### src/rtl/relu_burst_scheduler.sv
// relu_burst_scheduler
//
// Shares one pipelined element-wise activation unit among NUM_REQ vector
// producers. Whole bursts of VEC_LEN elements are granted round-robin and
// streamed into the unit one element per cycle. A tag pipeline of the same
// depth as the unit follows each element, so every result can be labelled
// with its requester ID and an end-of-vector flag when it comes out.
//
// Ports:
//   clk            single clock, all logic on the rising edge
//   rst_n          asynchronous active-low reset
//   req_valid      per-requester "element present on my lane"
//   req_data       flattened lanes, lane i = [i*DATA_WIDTH +: DATA_WIDTH]
//   req_ready      per-requester "your element was consumed this cycle"
//   act_valid_in   element valid towards the activation unit
//   act_data_in    element data towards the activation unit
//   act_valid_out  result valid from the activation unit
//   act_data_out   result data from the activation unit
//   out_valid      tagged result valid
//   out_data       tagged result data
//   out_id         requester that owns the result
//   out_last       result is the final element of its burst
//   busy           a burst is open or results are still in flight
//   tag_err        sticky: a result arrived that nothing was issued for

module relu_burst_scheduler #(
    parameter int NUM_REQ     = 4,
    parameter int DATA_WIDTH  = 32,
    parameter int VEC_LEN     = 16,
    parameter int ACT_LATENCY = 1
) (
    input  logic                          clk,
    input  logic                          rst_n,
    input  logic [NUM_REQ-1:0]            req_valid,
    input  logic [NUM_REQ*DATA_WIDTH-1:0] req_data,
    output logic [NUM_REQ-1:0]            req_ready,
    output logic                          act_valid_in,
    output logic [DATA_WIDTH-1:0]         act_data_in,
    input  logic                          act_valid_out,
    input  logic [DATA_WIDTH-1:0]         act_data_out,
    output logic                          out_valid,
    output logic [DATA_WIDTH-1:0]         out_data,
    output logic [$clog2(NUM_REQ)-1:0]    out_id,
    output logic                          out_last,
    output logic                          busy,
    output logic                          tag_err
);

    localparam int IDW = $clog2(NUM_REQ);
    localparam int CW  = $clog2(VEC_LEN);

    typedef enum logic {
        IDLE,
        BURST
    } state_t;

    state_t           state;
    state_t           next_state;
    logic [IDW-1:0]   owner;
    logic [IDW-1:0]   next_owner;
    logic [IDW-1:0]   rr_ptr;
    logic [IDW-1:0]   next_rr_ptr;
    logic [CW-1:0]    beat_cnt;
    logic [CW-1:0]    next_beat_cnt;

    logic             any_req;
    logic [IDW-1:0]   winner;
    logic [IDW:0]     cand;
    logic             fire;
    logic             last_beat;

    logic [ACT_LATENCY-1:0] tag_v;
    logic [ACT_LATENCY-1:0] tag_last;
    logic [IDW-1:0]         tag_id [ACT_LATENCY];

    // Round-robin search starting at rr_ptr. The loop walks offsets from
    // the far end back to rr_ptr so the nearest asserted requester is the
    // last one written and therefore wins. cand is one bit wider so the
    // wrap works for NUM_REQ that is not a power of two.
    always_comb begin
        any_req = 1'b0;
        winner  = '0;
        cand    = '0;
        for (int k = NUM_REQ - 1; k >= 0; k--) begin
            cand = {1'b0, rr_ptr} + (IDW+1)'(k);
            if (cand >= (IDW+1)'(NUM_REQ)) begin
                cand = cand - (IDW+1)'(NUM_REQ);
            end
            if (req_valid[cand[IDW-1:0]]) begin
                any_req = 1'b1;
                winner  = cand[IDW-1:0];
            end
        end
    end

    // Issue path and next-state logic. Only the owner's lane is ever looked
    // at during a burst; a stalled owner simply freezes the burst in place.
    always_comb begin
        fire          = (state == BURST) && req_valid[owner];
        last_beat     = (beat_cnt == CW'(VEC_LEN - 1));
        req_ready     = '0;
        if (fire) begin
            req_ready[owner] = 1'b1;
        end
        act_valid_in  = fire;
        act_data_in   = req_data[owner*DATA_WIDTH +: DATA_WIDTH];

        next_state    = state;
        next_owner    = owner;
        next_beat_cnt = beat_cnt;
        next_rr_ptr   = rr_ptr;

        case (state)
            IDLE: begin
                if (any_req) begin
                    next_owner    = winner;
                    next_beat_cnt = '0;
                    next_state    = BURST;
                end
            end
            BURST: begin
                if (fire) begin
                    if (last_beat) begin
                        // The requester just served drops to lowest priority.
                        next_rr_ptr   = (owner == IDW'(NUM_REQ - 1)) ? '0 : owner + 1'b1;
                        next_beat_cnt = '0;
                        next_state    = IDLE;
                    end else begin
                        next_beat_cnt = beat_cnt + 1'b1;
                    end
                end
            end
            default: begin
                next_state = IDLE;
            end
        endcase
    end

    // Control state registers.
    always_ff @(posedge clk or negedge rst_n) begin
        if (!rst_n) begin
            state    <= IDLE;
            owner    <= '0;
            beat_cnt <= '0;
            rr_ptr   <= '0;
        end else begin
            state    <= next_state;
            owner    <= next_owner;
            beat_cnt <= next_beat_cnt;
            rr_ptr   <= next_rr_ptr;
        end
    end

    // Tag pipeline shadowing the activation unit. Stage 0 captures what was
    // issued this cycle; the last stage lines up with act_valid_out.
    always_ff @(posedge clk or negedge rst_n) begin
        if (!rst_n) begin
            tag_v    <= '0;
            tag_last <= '0;
            for (int k = 0; k < ACT_LATENCY; k++) begin
                tag_id[k] <= '0;
            end
        end else begin
            tag_v[0]    <= fire;
            tag_id[0]   <= owner;
            tag_last[0] <= fire & last_beat;
            for (int k = 1; k < ACT_LATENCY; k++) begin
                tag_v[k]    <= tag_v[k-1];
                tag_id[k]   <= tag_id[k-1];
                tag_last[k] <= tag_last[k-1];
            end
        end
    end

    // A result with no matching tag means the unit's latency does not match
    // ACT_LATENCY or it produced a spurious output; latch it until reset.
    always_ff @(posedge clk or negedge rst_n) begin
        if (!rst_n) begin
            tag_err <= 1'b0;
        end else if (act_valid_out && !tag_v[ACT_LATENCY-1]) begin
            tag_err <= 1'b1;
        end
    end

    assign out_valid = act_valid_out;
    assign out_data  = act_data_out;
    assign out_id    = tag_id[ACT_LATENCY-1];
    assign out_last  = tag_last[ACT_LATENCY-1];
    assign busy      = (state == BURST) | (|tag_v);

endmodule

### config.mk
export PLATFORM = sky130hd
export DESIGN_NAME = relu_burst_scheduler
export DESIGN_NICKNAME = d
export VERILOG_FILES = /design/src/rtl/relu_burst_scheduler.sv
export SDC_FILE = /design/constraint.sdc
export NUM_CORES = 1
export LEC_CHECK = 0
export CAP_MARGIN = 20
export CORE_AREA = 2 2 94 96
export DETAILED_ROUTE_END_ITERATION = 6
export DIE_AREA = 0 0 96 98
export PLACE_DENSITY = 0.71
export SLEW_MARGIN = 30
export SYNTH_ARGS = -nofsm -noshare
export SYNTH_HDL_FRONTEND = slang
export SYNTH_SLANG_ARGS = --single-unit
### constraint.sdc
create_clock -name clk -period 5.4 [get_ports clk]
set_clock_uncertainty 0.1 [all_clocks]
set_input_delay 1.08 -clock clk [delete_from_list [all_inputs] [get_ports clk]]
set_output_delay 1.08 -clock clk [all_outputs]
set_load 0.005 [all_outputs]
## After elaboration in Yosys (flattened, before gate mapping)

Index checks and enable logic that the tools add are counted.

| word-level totals | value |
|---|---|
| flip-flop bits (word level) | 14 |
| latch bits | 0 |
| RAM bits | 0 |
| memory bits (read-only) | 0 |
| input bits | 167 |
| output and inout port bits | 75 |
| logic and storage cells | 76 |
| memories kept | 0 |

| cells by class | value |
|---|---|
| add/subtract/negate cells | 9 |
| multiply operators | 0 |
| div/mod/pow operators | 0 |
| $lt $le $gt $ge | 10 |
| equal/unequal tests | 4 |
| shift-type cells | 1 |
| muxes and demuxes | 34 |
| bitwise gates (word level) | 3 |
| reduce and logical (&&, ||, !) cells | 7 |

Operators with widths:

| kind | count |
|---|---|
| indexed part select 128 x 8 -> 32 bit | 1 |
| 2-to-1 mux 2 bit | 9 |
| 2-to-1 mux 4 bit | 4 |
| < comparator 2 x 3 -> 1 bit, second input constant | 5 |
| 2-to-1 mux 1 bit | 13 |
| binary-select mux 1 bit (select 2 bit) | 5 |
| >= comparator 3 bit, second input constant | 3 |
| one-hot mux 4 bit (2 select lines) | 1 |
| subtractor 2 x 1 -> 2 bit, second input constant | 4 |
| adder 2 x 2 -> 3 bit, second input constant | 2 |
| adder 4 x 1 -> 4 bit, second input constant | 1 |
| == test 4 bit, second input constant | 1 |
| AND reduction 2 bit | 2 |
| adder 2 x 1 -> 3 bit, second input constant | 1 |
| >= comparator 2 x 3 -> 1 bit, second input constant | 1 |
| logical AND 1 bit | 3 |
| AND reduction 3 bit | 1 |
| adder 2 x 1 -> 2 bit, second input constant | 1 |
| demux 1 bit (select 2 bit) | 1 |
| == test 2 bit, second input constant | 1 |
| >= comparator 2 x 1 -> 1 bit, second input constant | 1 |
| inequality test 2 x 1 -> 1 bit, second input constant | 1 |
| inequality test 2 bit, second input constant | 1 |
| one-hot mux 1 bit (2 select lines) | 1 |
| other kinds (4) | 4 |

## Logic depth before layout (Yosys ltp)

Gate-level depths: netlist of the first run.

| logic depth | value |
|---|---|
| word-level depth | 11 |
| gate-level depth with buffers | 6 |
| depth with buffers taken out | 4 |

## Worst setup path before layout of the first run

OpenSTA, ideal clock, no wires.

| path | value |
|---|---|
| kind | input to output |
| start | input port req_valid[3] |
| end | output port req_ready[0] |
| data arrival time | 1.820 ns |
| data required time | 4.220 ns |
| path slack | 2.400 ns |
| stages | 2 |
| buffers on the path | 0 |
| cell sequence | mux4_2 -> and3_1 |

| on the way | value |
|---|---|
| word-level cells in the longest chain between the ends | 4 |

RTL lines:

| what | RTL line | source |
|---|---|---|
| start: declaration | 34 | `input logic [NUM_REQ-1:0] req_valid,` |
| binary-select mux 1 bit (select 2 bit) | 99 | `fire = (state == BURST) && req_valid[owner];` |
| 2-to-1 mux 1 bit (not written as such) | 99 |  |
| logical AND 1 bit | 99 |  |
| 2-to-1 mux 4 bit | 102 | `if (fire) begin` |
| end: declaration | 36 | `output logic [NUM_REQ-1:0] req_ready,` |

No other way between the ends. The select of a mux whose other input is x is not followed.

## Final worst setup path of the first run

| path | value |
|---|---|
| start | input port req_valid[3] |
| end | output port act_valid_in |

| on the way | value |
|---|---|
| word-level cells in the longest chain between the ends | 3 |

RTL lines:

| what | RTL line | source |
|---|---|---|
| binary-select mux 1 bit (select 2 bit) | 99 |  |
| 2-to-1 mux 1 bit (not written as such) | 99 |  |
| logical AND 1 bit | 99 |  |
| end: declaration | 37 | `output logic act_valid_in,` |

No other way between the ends. The select of a mux whose other input is x is not followed.

==> impl_metrics.json, run 1 <==
{
  "status": "complete, no violations",
  "wirelength_um": 6890,
  "clock_sinks": 14,
  "dp_cells": 384,
  "peakVddDrop_mv": 0.112,
  "hold_slack_ns": 0.356,
  "dp_slack_ns": 1.35,
  "setup_slack_ns": 1.37,
  "min_period_ns": 4.03,
  "layout.nets": 453,
  "start_util_pct": 20.9,
  "drt_iter0_markers": 27,
  "synth-main-ff-cell": "dfrtp_1",
  "path_max_fanout": 9,
  "die_h_um": 98,
  "area_growth_pct": 94.4,
  "placement.cell_area_sq_um": 3390,
  "die_w_um": 96,
  "vias_per_cell": 4.68,
  "grt_max_degree": 24,
  "dp.final_hpwl_um": 5860,
  "io_buffers": 177,
  "antenna_found_initial": 1,
  "netlist_instances": 140,
  "grt_pass1_vias": 1991,
  "synth_top_area_share_pct": 42.0,
  "ys_seq_area_share_pct": 19.8,
  "p_leak_nw": 1.25,
  "final_area_sq_um": 3440,
  "cts.reportedPaths.clkPinSlew_ns": 0.06,
  "drc": 0,
  "syn_area_per_cell_sq_um": 12.6,
  "worst_slew_pin_slew_ns": 0.708,
  "slew_headroom_pct": 52.8,
  "end_kind": "output pin",
  "slew_violations": 0,
  "hold_buffers": 0,
  "grt_setup_unrepaired": "no",
  "syn_area_sq_um": 1770,
  "cts.repair.resized": 0,
  "drive_gt1_share_pct": 16.4,
  "coreArea_sq_um": 8470,
  "cts_tree": "done",
  "cts_made_buffers": 3,
  "synthArstFlopShare_pct": 100,
  "io_pins": 242,
  "cap_violations": 0,
  "rows": 34,
  "grt_pass1_wl_um": 10100,
  "ys_ff_latch": 14,
  "period_share_pct": 74.7,
  "cts_max_level": 1,
  "post-cts-setup-buffers": 0,
  "clockBufferDepth": 2,
  "synthesis.nets": 312,
  "fin_cells": 389,
  "critPathKind": "input pin to output pin",
  "die-area_sq_um": 9410,
  "critPathLaunchType": "input pin",
  "p_per_area_nw_per_um2": 342,
  "ant_nets": 0,
  "routedWlPerCell_um": 17.7,
  "hold_path_class": "flop to flop",
  "ctsRootBufferMaster": "clkbuf_8",
  "ys_types": 35,
  "final-hold-violation-count": 0,
  "setup_viol": 0,
  "synth_warnings": 0,
  "post-route-util_pct": 40.6,
  "crit_required_ns": 4.22,
  "track_usage_pct": 14.1,
  "crit_arrival_ns": 2.85,
  "fin_setup_tns_ns": 0,
  "gr-total-overflow": 0,
  "synth.top_cells.by_count": "buf_4 (33), mux4_2 (33), dfrtp_1 (14)",
  "first_pass_iters": 4,
  "netlist_top_cells_area": "mux4_2 (42%), dfrtp_1 (20%), buf_4 (14%)",
  "via_count": 1821,
  "place.gp.congestion": 0.693,
  "clkLatencyLatePin_ns": 0.25,
  "synth_area_leader_cell": "mux4_2",
  "synth_edf_count": 0,
  "power_mw": 1.18,
  "max_freq_mhz": 248
}
[critical path, cell delays in order]
cell and delay (ns):
clkdlybuf4s50_1 0.49, mux4_2 0.61, and2_4 0.23, clkdlybuf4s50_1 0.44
[path summary, 6_finish.rpt]
check,end,cells past startpoint,start,slack (ns)
min in group asynchronous,beat_cnt[1],1,rst_n,1.13
max reg2reg,rr_ptr[0],4,owner[0],2.91
min reg2reg,tag_err,1,tag_err,0.36
max in group asynchronous,owner[0],1,rst_n,3.61
min,tag_err,1,tag_err,0.36
max,act_valid_in,4,req_valid[3],1.37
[flip-flops by register name, summed over array words and instances, names as in the netlist]
register  cells
out_last      1
tag_v         1
tag_err       1
beat_cnt      4
owner         2
out_id        2
rr_ptr        2
state         1
[layout make-up]
type | instances | area, sq um
fill | 818 | 5030
sequential | 14 | 353
antenna | 1 | 2.50
timing repair buffer | 179 | 1790
tap | 108 | 135
clock buffer | 4 | 45.0
multi-input combinational | 79 | 1100
inverter | 4 | 15.0
[cells by family after synthesis]
kind of cell	Yosys count	synth area share [%]
mux	38	45.5
xor+xnor	1	0.495
buf+inv	47	18.0
compound gates	14	5.66
flops	14	19.8
fa+ha+maj	5	3.54
simple gates	21	7.01
[layout by cell type (no fill, tap or decap), drive strengths merged]
| cell type | synthesis | layout |
|---|---|---|
| a21o | 1 | 1 |
| a21oi | 2 | 2 |
| a221o | 1 | 1 |
| a22o | 2 | 2 |
| a31oi | 2 | 2 |
| and2 | 1 | 1 |
| and3 | 4 | 4 |
| and4 | 1 | 1 |
| buf | 39 | 2 |
| clkbuf | 4 | 4 |
| clkdlybuf4s50 | 0 | 177 |
| dfrtp | 14 | 14 |
| diode | 0 | 1 |
| ha | 5 | 5 |
| inv | 4 | 4 |
| mux2 | 3 | 3 |
| mux2i | 2 | 2 |
| mux4 | 33 | 33 |
| nand2 | 4 | 4 |
| nand2b | 1 | 1 |
| nand3 | 1 | 1 |
| nand4b | 1 | 1 |
| nor2 | 3 | 3 |
| nor2b | 2 | 2 |
| nor3b | 1 | 1 |
| nor4 | 1 | 1 |
| o211ai | 1 | 1 |
| o21ai | 2 | 2 |
| o22ai | 1 | 1 |
| o2bb2ai | 1 | 1 |
| o32a | 1 | 1 |
| or2 | 1 | 1 |
| xnor2 | 1 | 1 |
[power by group]
part | switching, mW | total [mW] | internal [mW] | leakage [nW]
sequential | 0.107 | 0.255 | 0.147 | 0.163
combinational | 0.242 | 0.831 | 0.589 | 1.06
clock | 0.0387 | 0.0910 | 0.0523 | 0.0228
[per-layer routing]
| layer | vias up | wire (um) | global-route usage, % |
|---|---|---|---|
| met3 | 25 | 842 | 4.40 |
| li1 | 803 | - | - |
| met5 | - | 0 | 0 |
| met1 | 859 | 2170 | 14.0 |
| met2 | 134 | 3590 | 25.7 |
| met4 | 0 | 282 | 6.92 |
Note: power is estimated with default switching activity, not from simulation.
==> run 2, diff against run 1 <==
PLACE_DENSITY = 0.74   (was 0.71)
clock period = 3.4 ns   (was 5.4 ns; I/O delays follow)
==> run 2 against run 1 <==
Compared with the run above:
- final area grew 0.62%
- critical endpoint is now req_ready[1]
- largest power group unchanged
- sequential share of layout area shrank 0.099 points
- via count shrank 2.5%
- register-to-register slack lost 1.5 ns
- first-iteration DRC count grew 7.4%
- highest routed layer unchanged
- cell count grew 0.26%
- critical path depth is the same
- wire length shrank 7.7%
- die area is the same
==> impl_metrics.json, run 2 (synthesis gave the netlist of run 1 again) <==
{
  "status": "complete, no violations",
  "r2r-start": "owner[1]",
  "cts.repair.resized": 0,
  "clock_sinks": 14,
  "max_freq_mhz": 312,
  "dp_slack_ns": 0.185,
  "vias_per_cell": 4.55,
  "path_max_fanout": 9,
  "post-cts-setup-buffers": 0,
  "ff2ff_setup_slack_ns": 1.46,
  "dp.final_hpwl_um": 5440,
  "hold_path_class": "flop to flop",
  "via_count": 1776,
  "min_period_ns": 3.21,
  "largest_reg_flops": 4,
  "io_buffers": 177,
  "critPathKind": "input pin to output pin",
  "first_pass_iters": 4,
  "die_w_um": 96,
  "start_util_pct": 20.9,
  "cap_violations": 0,
  "drive_gt1_share_pct": 17.0,
  "critical_path.startpoint": "req_valid[3]",
  "cpMaxStageDelayCell": "mux4_2",
  "power.share.sequential_pct": 16.3,
  "p_sw_share_pct": 31.8,
  "fillers": 824,
  "dp_cells": 386,
  "rows": 34,
  "area_growth_pct": 95.6,
  "power_frac_comb_pct": 75.4,
  "io_pins": 242,
  "top_register": "beat_cnt",
  "crit_arrival_ns": 2.43,
  "drt_iter0_markers": 29,
  "power_mw": 1.88,
  "critPathLaunchType": "input pin",
  "fin_cells": 390,
  "wirelength_um": 6360,
  "antenna_found_initial": 0,
  "crit_end": "req_ready[1]",
  "period_share_pct": 94.3,
  "p_int_mw": 1.29,
  "hold_buffers": 0,
  "clockBufferDepth": 2,
  "setup_slack_ns": 0.194,
  "slew_violations": 0,
  "worstPathCellList": "clkdlybuf4s50_1, mux4_2, and3_1, clkdlybuf4s50_1",
  "cts.reportedPaths.clkPinSlew_ns": 0.06,
  "cts_max_level": 1,
  "routedWlPerCell_um": 16.3,
  "ctsRootBufferMaster": "clkbuf_8",
  "p_per_area_nw_per_um2": 545,
  "path_depth": 4,
  "worst_slew_pin_slew_ns": 0.617,
  "slew_headroom_pct": 58.8,
  "die-area_sq_um": 9410,
  "switchingPower_mw": 0.598,
  "final_cell_mix": "clkdlybuf4s50_1 (177), mux4_2 (33), dfrtp_1 (13)",
  "antennaDiodeCount": 0,
  "grt_pass1_vias": 1995,
  "cp_slowest_stage_delay_ns": 0.59,
  "grt_max_degree": 24,
  "r2r.worst_path.cells": 5,
  "peakVddDrop_mv": 0.216,
  "layout.nets": 455,
  "grt_pass1_wl_um": 9430,
  "clkLatencyLatePin_ns": 0.24,
  "track_usage_pct": 12.8,
  "end_kind": "output pin",
  "grt_setup_unrepaired": "no",
  "critPathBufInv": 2,
  "layout_commonest_cell": "clkdlybuf4s50_1",
  "cts_tree": "done",
  "cp_common_cell": "clkdlybuf4s50_1",
  "setup_viol": 0,
  "drc": 0,
  "reg2reg_to": "rr_ptr[0]",
  "final-hold-violation-count": 0,
  "p_clk_share_pct": 8.4,
  "gr-total-overflow": 0,
  "ant_nets": 0,
  "crit_required_ns": 2.62,
  "cts_made_buffers": 3,
  "place.gp.congestion": 0.791,
  "cpLargestDelayFamily": "buffers and inverters",
  "p_leak_nw": 1.26,
  "fin_setup_tns_ns": 0,
  "die_h_um": 98,
  "coreArea_sq_um": 8470
}
[run 2: power groups by stage]
stage	Clock, mW	Sequential [mW]	Combinational [mW]
finish	0.158	0.306	1.42
global route	0.171	0.320	1.55
CTS	0.163	0.307	1.45
detailed placement	0	0.309	1.44
global placement	0	0.306	1.43
floorplan	0	0.290	0.776
[run 2: cell type report]
class / count / area (sq um) / area share (%)
multi-input cells: 79 / 1100 / 31.8
inverters: 4 / 15.0 / 0.434
well taps: 108 / 135 / 3.91
repair buffers: 181 / 1800 / 52.1
flip-flops and latches: 14 / 352 / 10.2
clock buffers: 4 / 55.1 / 1.59
[run 2: how the worst min path moves through the flow]
stage	from	end	slack, ns	depth (start not counted)
after detailed placement	tag_err	tag_err	0.35	1
final	tag_err	tag_err	0.35	1
after global placement	tag_err	tag_err	0.34	1
after global routing	tag_err	tag_err	0.38	1
after floorplan	rst_n	beat_cnt[0]	0.28	0
after CTS	tag_err	tag_err	0.36	1
[run 2: routing by layer]
layer	vias up	track usage, %	wire [um]
met5	-	0	0
met4	0	3.52	140
met3	20	2.93	675
met2	114	23.8	3280
met1	839	14.3	2260
li1	803	-	-
[run 2: metrics by stage]
stage / util (%) / cell area, sq um / hold WS [ns]
final: 40.9 / 3460 / 0.352
after global routing: 40.9 / 3460 / 0.375
after CTS: 40.9 / 3460 / 0.361
after detailed placement: 40.2 / 3400 / 0.347
after global placement: 40.2 / 3400 / 0.341
after floorplan: - / 1770 / 0.284
